$ cat src/rtl/hazard_ctrl.sv
// ============================================================================
// hazard_ctrl : pipeline stall/flush sequencer for the 5-stage core
// Rev 1.0
// ============================================================================
`default_nettype none

module hazard_ctrl #(
  parameter int CNT_W = 32
) (
  input  logic             clk,
  input  logic             reset,
  input  logic [4:0]       id_rs1,
  input  logic [4:0]       id_rs2,
  input  logic             id_use_rs1,
  input  logic             id_use_rs2,
  input  logic             id_mdu_op,
  input  logic             ex_mem_read,
  input  logic [4:0]       ex_rd,
  input  logic             ex_redirect,
  input  logic             mdu_done,
  input  logic             dmem_wait,
  output logic             pc_write,
  output logic             ifid_write,
  output logic             ifid_flush,
  output logic             idex_write,
  output logic             idex_flush,
  output logic             exmem_write,
  output logic             mdu_start,
  output logic             mdu_abort,
  output logic [CNT_W-1:0] stall_cnt,
  output logic [CNT_W-1:0] flush_cnt
);

  typedef enum logic [0:0] {
    RUN      = 1'b0,
    MDU_WAIT = 1'b1
  } state_t;

  state_t           state_q, state_d;
  logic [CNT_W-1:0] stall_cnt_q, stall_cnt_d;
  logic [CNT_W-1:0] flush_cnt_q, flush_cnt_d;
  logic             lu;
  logic             stall_inc;
  logic             flush_inc;

  assign lu = ex_mem_read && (ex_rd != 5'd0) &&
              ((id_use_rs1 && (id_rs1 == ex_rd)) ||
               (id_use_rs2 && (id_rs2 == ex_rd)));

  always_comb begin
    state_d     = state_q;
    pc_write    = 1'b1;
    ifid_write  = 1'b1;
    ifid_flush  = 1'b0;
    idex_write  = 1'b1;
    idex_flush  = 1'b0;
    exmem_write = 1'b1;
    mdu_start   = 1'b0;
    mdu_abort   = 1'b0;
    stall_inc   = 1'b0;
    flush_inc   = 1'b0;

    if (reset) begin
      // Reset silences every control, including any pending abort.
      state_d     = RUN;
      pc_write    = 1'b0;
      ifid_write  = 1'b0;
      idex_write  = 1'b0;
      exmem_write = 1'b0;
    end else if (dmem_wait) begin
      // Whole-pipe freeze; redirect and mdu_done are re-presented later.
      pc_write    = 1'b0;
      ifid_write  = 1'b0;
      idex_write  = 1'b0;
      exmem_write = 1'b0;
    end else if (ex_redirect) begin
      ifid_flush = 1'b1;
      idex_flush = 1'b1;
      mdu_abort  = (state_q == MDU_WAIT);
      flush_inc  = 1'b1;
      state_d    = RUN;
    end else begin
      case (state_q)
        RUN: begin
          if (lu || id_mdu_op) begin
            pc_write   = 1'b0;
            ifid_write = 1'b0;
            idex_flush = 1'b1;
            stall_inc  = 1'b1;
            if (!lu) begin
              mdu_start = 1'b1;
              state_d   = MDU_WAIT;
            end
          end
        end
        MDU_WAIT: begin
          if (mdu_done) begin
            state_d = RUN;
          end else begin
            pc_write   = 1'b0;
            ifid_write = 1'b0;
            idex_flush = 1'b1;
            stall_inc  = 1'b1;
          end
        end
        default: state_d = RUN;
      endcase
    end

    stall_cnt_d = stall_cnt_q;
    flush_cnt_d = flush_cnt_q;
    if (reset) begin
      stall_cnt_d = '0;
      flush_cnt_d = '0;
    end else begin
      if (stall_inc && !(&stall_cnt_q)) stall_cnt_d = stall_cnt_q + CNT_W'(1);
      if (flush_inc && !(&flush_cnt_q)) flush_cnt_d = flush_cnt_q + CNT_W'(1);
    end
  end

  always_ff @(posedge clk) begin
    state_q     <= state_d;
    stall_cnt_q <= stall_cnt_d;
    flush_cnt_q <= flush_cnt_d;
  end

  assign stall_cnt = stall_cnt_q;
  assign flush_cnt = flush_cnt_q;

endmodule

`default_nettype wire

$ cat config.mk
export PLATFORM = sky130hd
export DESIGN_NAME = hazard_ctrl
export DESIGN_NICKNAME = d
export VERILOG_FILES = /design/src/rtl/hazard_ctrl.sv
export SDC_FILE = /design/constraint.sdc
export NUM_CORES = 1
export LEC_CHECK = 0
export ABC_CLOCK_PERIOD_IN_PS = 4900
export CAP_MARGIN = 20
export CORE_ASPECT_RATIO = 0.7
export CORE_MARGIN = 4
export CORE_UTILIZATION = 65
export CTS_BUF_LIST = sky130_fd_sc_hd__clkbuf_8
export DETAILED_ROUTE_END_ITERATION = 8
export DONT_BUFFER_PORTS = 1
export PLACE_DENSITY = 0.81
export SLEW_MARGIN = 20
export SYNTH_ARGS = -nofsm -noshare
export SYNTH_HDL_FRONTEND = slang
export SYNTH_SLANG_ARGS = --single-unit
export TNS_END_PERCENT = 5
$ cat constraint.sdc
create_clock -name clk -period 4.9 [get_ports clk]
set_input_delay 0.98 -clock clk [delete_from_list [all_inputs] [get_ports clk]]
set_output_delay 0.98 -clock clk [all_outputs]
set_load 0.05 [all_outputs]
==> results.toml <==
[clock_network]
cts_tree = "done"
cts_sinks = 65
clock_path_buffers = 2
cts_hold_buf = 0
cts.clk_slew.worst_paths_ns = 0.07
root_buffer = "clkbuf_8"
clk_latency_ns = 0.34
cts_resized = 0
numCtsBuffers = 9
post-cts-setup-buffers = 0
htreeDepth = 3

[sta]
fin_setup_tns_ns = 0
hold_violations = 0
rsz0062_at_grt = "no"
skew_ns = 0.00791
tightest_slew_ns = 0.970
setup_violations = 0
period_minus_slack_ns = 3.55
slew_viol_final = 0
max_freq_mhz = 282
period_share_pct = 72.4
slew_headroom_pct = 35.3

[yosys]
yosys_warnings = 0
yosysSeqAreaShare_pct = 39.0
ys_seq_elements = 65
syn_nets = 419
synth_cell_types = 52
synthesis.area_sq_mm = 0.00334
syn_inst = 393
avgSynthCellArea_sq_um = 8.49

[finish]
layout_commonest_cell = "dfxtp_1"
syn2layout_area_growth_pct = 5.81
antenna_cells = 0
num-fill-cells = 392
drive_gt1_share_pct = 7.85
mostFrequentLayoutCells = "dfxtp_1 (65), nor2_1 (63), xor2_1 (35), nand2_1 (30), nand4_1 (26)"
fin_nets = 417

[global_route]
overflow = 0
grt_max_degree = 66
grt_pass1_wl_microns = 12500
antenna_found_initial = 0
grt_pass1_vias = 2553
grtUsageTotal_pct = 25.2

[flow_run]
cap_viol_max_count = 0

[floorplanning]
die_w_microns = 93.6
start_util_pct = 68.6
rows = 21
die_h_microns = 67.9
io_pins = 96
core_area_sq_mm = 0.00486
die_area_sq_mm = 0.00636

[drt]
post-route-drc-count = 0
drt_first_pass_iters = 4
viasPerCell = 6.08
wl_per_cell_microns = 17.1
num_vias = 2819
drt_iter0_drc = 254
routed_wl_microns = 7930
antenna_left = 0

[status]
status = "finished clean"

[setup_path]
crit_fanout = 6
cp-end-kind = "primary output"
startpoint_type = "input pin"
crit_required_ns = 3.92
critPathKind = "input pin to primary output"
cp.arrival_ns = 2.57

[placement]
port_buffers = 0
hpwl_microns = 5760
globalplace.congestion = 0.832

[worst_hold_path]
hp-class = "flop to flop"

[power_and_ir_drop]
leakage_nw = 1.28
power_density_mw_per_mm2 = 290
power_w = 0.00102
vdd_ir_drop_max_v = 0.000256
-- final timing paths --
kind / cells past startpoint / to / slack (ns) / startpoint
setup / recovery: 4 / mdu_abort / 1.35 / dmem_wait
hold / removal: 1 / state_q$_SDFFE_PP0N_ / 0.60 / state_q$_SDFFE_PP0N_
setup reg to reg: 8 / stall_cnt[20]$_SDFFE_PP0P_ / 1.96 / stall_cnt[0]$_SDFFE_PP0P_
hold reg to reg: 1 / state_q$_SDFFE_PP0N_ / 0.60 / state_q$_SDFFE_PP0N_
-- critical path, stage by stage --
cell and delay [ns]:
nor2_4 0.54, nand2_1 0.24, inv_2 0.30, and2_1 0.50
-- final cells by class --
cell class | instances | area, sq um | area share (%)
Multi-Input combinational cell | 304 | 1900 | 53.9
Clock inverter | 4 | 43.8 | 1.24
Sequential cell | 65 | 1300 | 36.9
Inverter | 10 | 37.5 | 1.06
Clock buffer | 11 | 151 | 4.29
Tap cell | 69 | 86.3 | 2.45
Timing Repair Buffer | 1 | 7.51 | 0.213
-- state kept, by name, summed over array words and instances, names as in the netlist --
register	flops
stall_cnt	32
state_q	1
flush_cnt	32
-- per-layer routing --
| layer | global-route usage, % | part of all wire (%) | vias to the layer above |
|---|---|---|---|
| met5 | 0 | 0 | - |
| li1 | - | - | 1360 |
| met4 | 5.23 | 1.1 | 0 |
| met1 | 33.2 | 43 | 1321 |
| met3 | 11.3 | 12 | 14 |
| met2 | 38.6 | 44 | 124 |
-- cells by family after synthesis --
family	share of synthesized area, %
adder cells (fa/ha/maj)	0.750
AND/OR/NAND/NOR	32.7
buffers and inverters	4.09
flip-flops	39.0
multiplexers	1.28
XOR/XNOR	14.7
AO/OA/AOI/OAI	7.46
-- metrics by stage --
stage	std cells	worst slack (ns)	hold slack, ns	instance area [sq um]	util [%]
after global placement	449	1.37	0.568	3330	68.6
after detailed placement	449	1.32	0.568	3330	68.6
final	464	1.35	0.600	3530	72.6
after global routing	464	1.26	0.612	3530	72.6
after floorplan	393	0.504	0.521	3340	-
after CTS	464	1.33	0.587	3530	72.6
-- cell usage after synthesis, drive strengths merged --
library cell	number	area [sq um]
inv	10	37.5
o31ai	1	7.51
o2111ai	1	15.0
clkbuf	6	22.5
xnor2	21	184
and4	6	52.6
or4	1	7.51
nand3b	1	7.51
o211ai	1	7.51
xor2	35	307
nor3b	1	12.5
mux2	2	22.5
a211oi	1	12.5
or2	2	12.5
o21bai	2	15.0
a31oi	2	18.8
nand3	26	135
nor2b	4	25.0
and3	14	88.8
mux2i	2	20.0
o22ai	1	6.26
a21oi	10	50.1
nor2	64	248
a21boi	2	15.0
o21a	4	30.0
o21ai	9	45.0
and2	10	65.1
nand4	27	175
nand2	30	113
nor3	6	41.3
or3	8	50.1
a211o	1	8.76
nor4	3	25.0
nand4b	2	32.5
ha	2	25.0
a31o	2	17.5
buf	8	76.3
dfxtp	65	1300
-- power by group --
part	switching (W)	total, W	leakage [nW]	internal, W
logic	0.0000243	0.0000377	0.649	0.0000134
registers	0.00000589	0.000535	0.524	0.000530
clock network	0.000195	0.000451	0.106	0.000256
total	0.000225	0.00102	1.28	0.000799
Power figures use the tool's default switching activity.
